===== src/rtl/fpu_result_stage.sv =====
// rtl/fpu_result_stage.sv - FP add/sub result fix-up, output FIFO, sticky status and op counter
//
// Substitutes IEEE-754 special encodings (qNaN, +/-inf, +/-0) according to the
// exception flags, buffers the fixed-up result plus its raw flags in a small
// FIFO, accumulates sticky status flags and counts completed output handshakes.
//
// Optional feature macro: FPU_STATUS_IRQ_EN (adds irq_mask / irq ports).
//
// Ports:
//   clk, rst_n                      clock, asynchronous active-low reset
//   in_valid / in_ready             upstream handshake (in_ready = !full)
//   in_sign, in_exp, in_mant        raw result fields
//   invalid_flag, overflow_flag,
//   zero_flag                       exception flags for the raw result
//   out_valid / out_ready           downstream handshake on the FIFO head
//   out_result, out_flags           head result and its {invalid,overflow,zero}
//   sticky_flags, clr_sticky        accumulated flags and their clear pulse
//   op_count                        saturating count of output handshakes
//   irq_mask, irq                   (FPU_STATUS_IRQ_EN only) masked sticky interrupt

module fpu_result_stage #(
  parameter int DEPTH = 2,
  parameter int CNT_W = 16
) (
  input  logic             clk,
  input  logic             rst_n,
  input  logic             in_valid,
  output logic             in_ready,
  input  logic             in_sign,
  input  logic [7:0]       in_exp,
  input  logic [22:0]      in_mant,
  input  logic             invalid_flag,
  input  logic             overflow_flag,
  input  logic             zero_flag,
  output logic             out_valid,
  input  logic             out_ready,
  output logic [31:0]      out_result,
  output logic [2:0]       out_flags,
  output logic [2:0]       sticky_flags,
  input  logic             clr_sticky,
  output logic [CNT_W-1:0] op_count
`ifdef FPU_STATUS_IRQ_EN
  ,
  input  logic [2:0]       irq_mask,
  output logic             irq
`endif
);

  localparam int AW = (DEPTH > 1) ? $clog2(DEPTH) : 1;
  localparam logic [AW:0] FULL_CNT = (AW+1)'(DEPTH);

  // Each entry: {flags[2:0], result[31:0]}
  logic [34:0]      mem_q [DEPTH];
  logic [AW-1:0]    wr_ptr_q, rd_ptr_q;
  logic [AW:0]      count_q, count_d;
  logic [2:0]       sticky_q, sticky_d;
  logic [CNT_W-1:0] op_count_q, op_count_d;

  logic [31:0] fix_result;
  logic [2:0]  in_flags;
  logic        push, pop;

  // in_ready depends on registered occupancy only, so a pop while full
  // re-opens the input one cycle later.
  assign in_ready  = (count_q != FULL_CNT);
  assign out_valid = (count_q != '0);
  assign push      = in_valid & in_ready;
  assign pop       = out_valid & out_ready;
  assign in_flags  = {invalid_flag, overflow_flag, zero_flag};

  // Special-encoding substitution, highest priority first.
  always_comb begin
    fix_result = {in_sign, in_exp, in_mant};
    if (invalid_flag) begin
      fix_result = 32'h7FC0_0000;
    end else if (overflow_flag) begin
      fix_result = {in_sign, 8'hFF, 23'h0};
    end else if (zero_flag) begin
      fix_result = {in_sign, 31'h0};
    end
  end

  always_comb begin
    count_d = count_q;
    case ({push, pop})
      2'b10:   count_d = count_q + (AW+1)'(1);
      2'b01:   count_d = count_q - (AW+1)'(1);
      default: count_d = count_q;
    endcase
  end

  // A push in the same cycle as clr_sticky keeps the pushed flags.
  always_comb begin
    sticky_d = clr_sticky ? 3'b000 : sticky_q;
    if (push) begin
      sticky_d = sticky_d | in_flags;
    end
  end

  always_comb begin
    op_count_d = op_count_q;
    if (pop && (op_count_q != {CNT_W{1'b1}})) begin
      op_count_d = op_count_q + CNT_W'(1);
    end
  end

  always_ff @(posedge clk or negedge rst_n) begin
    if (!rst_n) begin
      for (int i = 0; i < DEPTH; i++) begin
        mem_q[i] <= '0;
      end
      wr_ptr_q   <= '0;
      rd_ptr_q   <= '0;
      count_q    <= '0;
      sticky_q   <= '0;
      op_count_q <= '0;
    end else begin
      if (push) begin
        mem_q[wr_ptr_q] <= {in_flags, fix_result};
        wr_ptr_q        <= wr_ptr_q + AW'(1);
      end
      if (pop) begin
        rd_ptr_q <= rd_ptr_q + AW'(1);
      end
      count_q    <= count_d;
      sticky_q   <= sticky_d;
      op_count_q <= op_count_d;
    end
  end

  // Head is masked when empty so stale entries never appear on the output.
  assign out_result   = out_valid ? mem_q[rd_ptr_q][31:0]  : 32'h0;
  assign out_flags    = out_valid ? mem_q[rd_ptr_q][34:32] : 3'b000;
  assign sticky_flags = sticky_q;
  assign op_count     = op_count_q;

`ifdef FPU_STATUS_IRQ_EN
  logic irq_q;

  // Uses next-state sticky so irq rises together with the flag it reports.
  always_ff @(posedge clk or negedge rst_n) begin
    if (!rst_n) begin
      irq_q <= 1'b0;
    end else begin
      irq_q <= |(sticky_d & irq_mask);
    end
  end

  assign irq = irq_q;
`endif

endmodule


===== config.mk =====
export PLATFORM = sky130hd
export DESIGN_NAME = fpu_result_stage
export DESIGN_NICKNAME = d
export VERILOG_FILES = /design/src/rtl/fpu_result_stage.sv
export SDC_FILE = /design/constraint.sdc
export NUM_CORES = 1
export LEC_CHECK = 0
export ABC_AREA = 1
export CORE_MARGIN = 2
export CORE_UTILIZATION = 45
export CTS_CLUSTER_SIZE = 25
export DETAILED_ROUTE_END_ITERATION = 6
export PLACE_DENSITY = 0.7
export SKIP_LAST_GASP = 1
export SYNTH_ARGS = -nofsm -noshare
export SYNTH_HDL_FRONTEND = slang
export SYNTH_SLANG_ARGS = --single-unit

===== constraint.sdc =====
create_clock -name clk -period 1.9 [get_ports clk]
set_input_delay 0.57 -clock clk [delete_from_list [all_inputs] [get_ports clk]]
set_output_delay 0.57 -clock clk [all_outputs]
set_load 0.005 [all_outputs]

Yosys cells after proc, flatten, opt, wreduce, memory -nomap -nowiden:

Index checks and enable logic that the tools add are counted.
Widths: inputs -> output; s select.

* $add $sub $neg: 5
* magnitude comparators: 3
* equal/unequal tests: 4
* muxes and demuxes: 14
* bitwise operators: 5
* reductions and logical operators: 4

Operators by type and width (count)
* $mux 35: 4
* $bwmux 70: 1
* $mux 32: 2
* $mux 31: 2
* $demux 35 s1: 1
* $add 16x1->16 const B: 1
* $ne 16x16->1 const B: 1
* $mux 3: 3
* $ge 2x2->1 const B: 2
* $not 1->2: 2
* $pmux 2 s2: 1
* $reduce_bool 2->1: 2
* $or 3x3->3: 1
* $add 1x1->1 const B: 2
* $add 2x1->2 const B: 1
* $and 1x1->1: 2
* $eq 2x1->1 const B: 1
* $eq 2x2->1 const B: 1
* $logic_and 1x1->1: 2
* $lt 2x1->1 const B: 1
* $ne 2x2->1 const B: 1
* $sub 2x1->2 const B: 1

* bits in registers: 93
* output and inout bits: 56
* word-level logic and storage cells: 42

Depth between registers and ports, before layout:

* word-level depth: 6
* depth in mapped cells: 9
* mapped depth without buffers: 8

Worst setup path after synthesis:

OpenSTA, ideal clock, no wires.

* kind: flip-flop to output port
* start point: reg count_q[0]
* end point: out out_flags[0]
* arrival: 1.178 ns
* setup slack: 0.152 ns
* cell stages (with the launch flop): 4
* buffers on the path: 1
* cells stage by stage: dfrtp_1 nor2_2 clkbuf_1 a21oi_1

* cells in the longest elaborated chain, start to end: 2

Ends and longest elaborated chain
* start, declared: RTL line 55 `logic [AW:0] count_q, count_d;`
* start signal, assigned: RTL line 125 `count_q <= count_d;`
* $reduce_bool 2->1: RTL line 66 `assign out_valid = (count_q != '0);`
* $mux 3: RTL line 133 `assign out_flags = out_valid ? mem_q[rd_ptr_q][34:32] : 3'b000;`
* end, declared: RTL line 38 `output logic [2:0] out_flags,`

Every way passes these cells.

Worst setup path after layout:

* start point: reg count_q[0]
* end point: out out_result[27]

* cells in the longest elaborated chain, start to end: 2

Ends and longest elaborated chain
* $reduce_bool 2->1: RTL line 66
* $mux 32: RTL line 132 `assign out_result = out_valid ? mem_q[rd_ptr_q][31:0] : 32'h0;`
* end, declared: RTL line 37 `output logic [31:0] out_result,`

Every way passes these cells.

==> results.sh <==
export IMPL_outcome="complete, but fails checks"
export IMPL_violations="setup timing"
export IMPL_layout_commonest_cell="nand2_1"
export IMPL_clock_tree_buffer_depth=2
export IMPL_synthCells=577
export IMPL_count_of_input_and_output_buffers=95
export IMPL_timing_final_hold_violations=0
export IMPL_yosys_warnings=0
export IMPL_clock_latency_ps=360
export IMPL_drt_total_wl_um=12400
export IMPL_r2r_slack_ps=60
export IMPL_cp_depth=8
export IMPL_largest_net_degree_at_the_start_of_global_routing=43
export IMPL_critPathCaptureType="primary output"
export IMPL_worst_hold_path_type="primary input to asynchronous set/reset pin"
export IMPL_timing_critical_path_slowest_cell_delay_ps=400
export IMPL_antenna_diode_count=0
export IMPL_number_of_remaining_drc_errors=0
export IMPL_finClkSkew_ps=4.82
export IMPL_timing_rr_start="count_q[0]"
export IMPL_regToRegEndpoint="mem_q[56]"
export IMPL_synth_lib_cells_used_distinct=28
export IMPL_syn_mean_instance_area_sq_um=7.92
export IMPL_ys_ff_latch=93
export IMPL_maxSlewHeadroom=0.710
export IMPL_power_static_leakage_nw=3.05
export IMPL_cts_root_buf="clkbuf_8"
export IMPL_die_x_um=105
export IMPL_sum_neg_setup_slack_ps=-4410
export IMPL_layout_nets=770
export IMPL_critical_path_top_delay_family="buffers and inverters"
export IMPL_area_delta_synth_final_pct=43.2
export IMPL_synthesis_area_sq_um=4570
export IMPL_io_pins=96
export IMPL_final_fill_count=857
export IMPL_core_rowCount=36
export IMPL_finalCoreUtilization=0.666
export IMPL_maxClockFrequency_mhz=474
export IMPL_finalCritPeriodShare=1.11
export IMPL_first_iter_violations=139
export IMPL_worst_path_buf_inv=5
export IMPL_slowest_cell_on_the_critical_path="dfrtp_1"
export IMPL_clock_sinks=93
export IMPL_core_region_sq_um=9820
export IMPL_grt_pass1_vias=4300
export IMPL_start_util=0.465
export IMPL_vdd_ir_drop_worst_mv=0.637
export IMPL_setup_worst_path_class="register to primary output"
export IMPL_grt_total_usage=0.233
export IMPL_synth_edff_count=0
export IMPL_global_route_overflow_total=0
export IMPL_layout_drive_gt1_share=0.237
export IMPL_p_total_mw=8.79
export IMPL_synth_yosys_seq_area_share=0.509
export IMPL_worst_endpoint_required_ps=1330
export IMPL_critPathArrivalTime_ps=1540
export IMPL_max_cap_viol_count=0
export IMPL_clk_transition_reported_paths_ps=90
export IMPL_final_antenna_violating_net_count=0
export IMPL_worstPathCellList="buf_6 -> nor2_4 -> buf_12 -> inv_8 -> buf_4 -> o21ai_2 -> a21oi_2 -> buf_2"
export IMPL_initial_antenna_violation_count=0
export IMPL_grt_setup_unrepaired="yes"
export IMPL_postSynthNetCount=619
export IMPL_detailed_place_hpwl_um=7640
export IMPL_final_min_clock_period_ps=2110
export IMPL_avg_vias_per_cell=5.05
export IMPL_final_max_slew_violation_count=0
export IMPL_setup_viol_count_final=36
export IMPL_clock_tree_from_tritoncts="done"
export IMPL_clock_tree_htree_level_count=3
export IMPL_grt_pass1_wl_um=20800
export IMPL_die_height_um=105
export IMPL_cts_made_buffers=9
export IMPL_reg2reg_depth=11
export IMPL_timing_worst_slew_pin_value_ps=435
export IMPL_wire_per_inst_um=14.3
export IMPL_worstPathMaxFanout=10
export IMPL_dieArea_sq_um=11000
export IMPL_commonest_cells_after_routing_fill_and_taps_aside="253 x nand2_1, 86 x dfrtp_1, 55 x clkdlybuf4s50_1"
export IMPL_routabilityCongestion=0.817
export IMPL_power_density_of_the_placed_cells_nw_per_um2=1340
export IMPL_vias=4362
export IMPL_first_pass_iters=6
export IMPL_critical_path_startpoint_type="register"
export IMPL_finalWorstSetupSlack_ps=-208
export IMPL_synth_flop_cell="dfrtp_1"
export IMPL_ys_async_sr_fraction=1.00
synth_stat cells, types with 2 or more instances:
cell type / n / area (sq um)
a21oi_1: 36 / 180
buf_2: 3 / 15.0
buf_4: 5 / 37.5
buf_6: 8 / 90.1
clkbuf_1: 9 / 33.8
dfrtp_1: 93 / 2330
ha_1: 2 / 25.0
inv_1: 33 / 124
inv_4: 2 / 12.5
nand2_1: 253 / 950
nand3_1: 9 / 45.0
nand4_1: 7 / 43.8
nor2_1: 22 / 82.6
nor2_8: 3 / 60.1
o21ai_0: 51 / 255
o21ai_1: 15 / 75.1
o21ai_2: 6 / 52.6
o22ai_1: 3 / 18.8
xnor2_1: 4 / 35.0
xor2_1: 5 / 43.8
timing repair:
item,CTS,global route
endpoints found under the setup margin,51,42
cloned,3,1
gates resized for setup,161,46
hold buffers,0,0
setup buffers,24,13
pin swaps,2,3
metal layers:
metal	wire (um)	GRT usage	up-vias	share of wire
li1	-	-	2138	-
met4	155	0.0676	0	0.013
met5	0	0	-	0
met1	5540	0.312	2089	0.45
met2	6060	0.391	122	0.49
met3	630	0.0362	13	0.051
power by group:
part	switching, mW	internal (mW)	leakage, nW
clock	0.664	0.730	0.0965
combinational	2.22	2.25	1.75
sequential	0.350	2.57	1.21
layout make-up:
| type | count | area [sq um] | area share |
|---|---|---|---|
| clock buffer | 12 | 135 | 0.0207 |
| clock inverter | 2 | 60.1 | 0.00918 |
| inverter | 37 | 153 | 0.0233 |
| multi-input combinational | 421 | 2050 | 0.314 |
| sequential | 93 | 2340 | 0.357 |
| tap | 133 | 166 | 0.0254 |
| timing repair buffer | 166 | 1640 | 0.250 |
logic make-up (layout without fill, tap and decap cells):
family                     Yosys count  count (layout)  share of synthesized area
and+or+nand+nor                    298             298                      0.268
adders and majority gates            2               2                    0.00548
xor gates and xnor gates             9               9                     0.0173
DFF                                 93              93                      0.509
AOI/OAI and AO/OA                  112             112                      0.129
buffers and inverters               63             217                     0.0712
registers in the layout, summed over array words and instances, names as in the netlist:
signal	cells
mem_q	70
op_count	16
sticky_flags	3
count_q	2
rd_ptr_q	1
wr_ptr_q	1
metrics by stage:
stage          hold slack [ps]  cell area (sq um)  setup slack [ps]  cells
2_1_floorplan              274               4570               152    577
3_3_place_gp               451               5890              -156    810
3_5_place_dp               453               5890              -152    810
4_1_cts                    150               6380              -255    850
5_1_grt                    158               6540              -269    864
6_report                   135               6540              -208    864
worst reg2reg max path, stage by stage (launching register included):
cell	delay (ps)
dfrtp_1	400
buf_4	130
buf_4	140
or2_4	230
buf_4	150
nand2_8	60
buf_12	130
nor2_8	40
inv_4	90
buf_12	170
nand2_1	90
o21ai_0	120
how the worst max path moves through the flow:
stage                     slack (ps)       start              to
after floorplan                  150  count_q[0]    out_flags[0]
after global placement          -160   out_ready      count_q[1]
after detailed placement        -150   out_ready      count_q[1]
after CTS                       -260    rd_ptr_q   out_result[2]
after global routing            -270  count_q[0]  out_result[27]
final                           -210  count_q[0]  out_result[27]
Power figures use the tool's default switching activity.
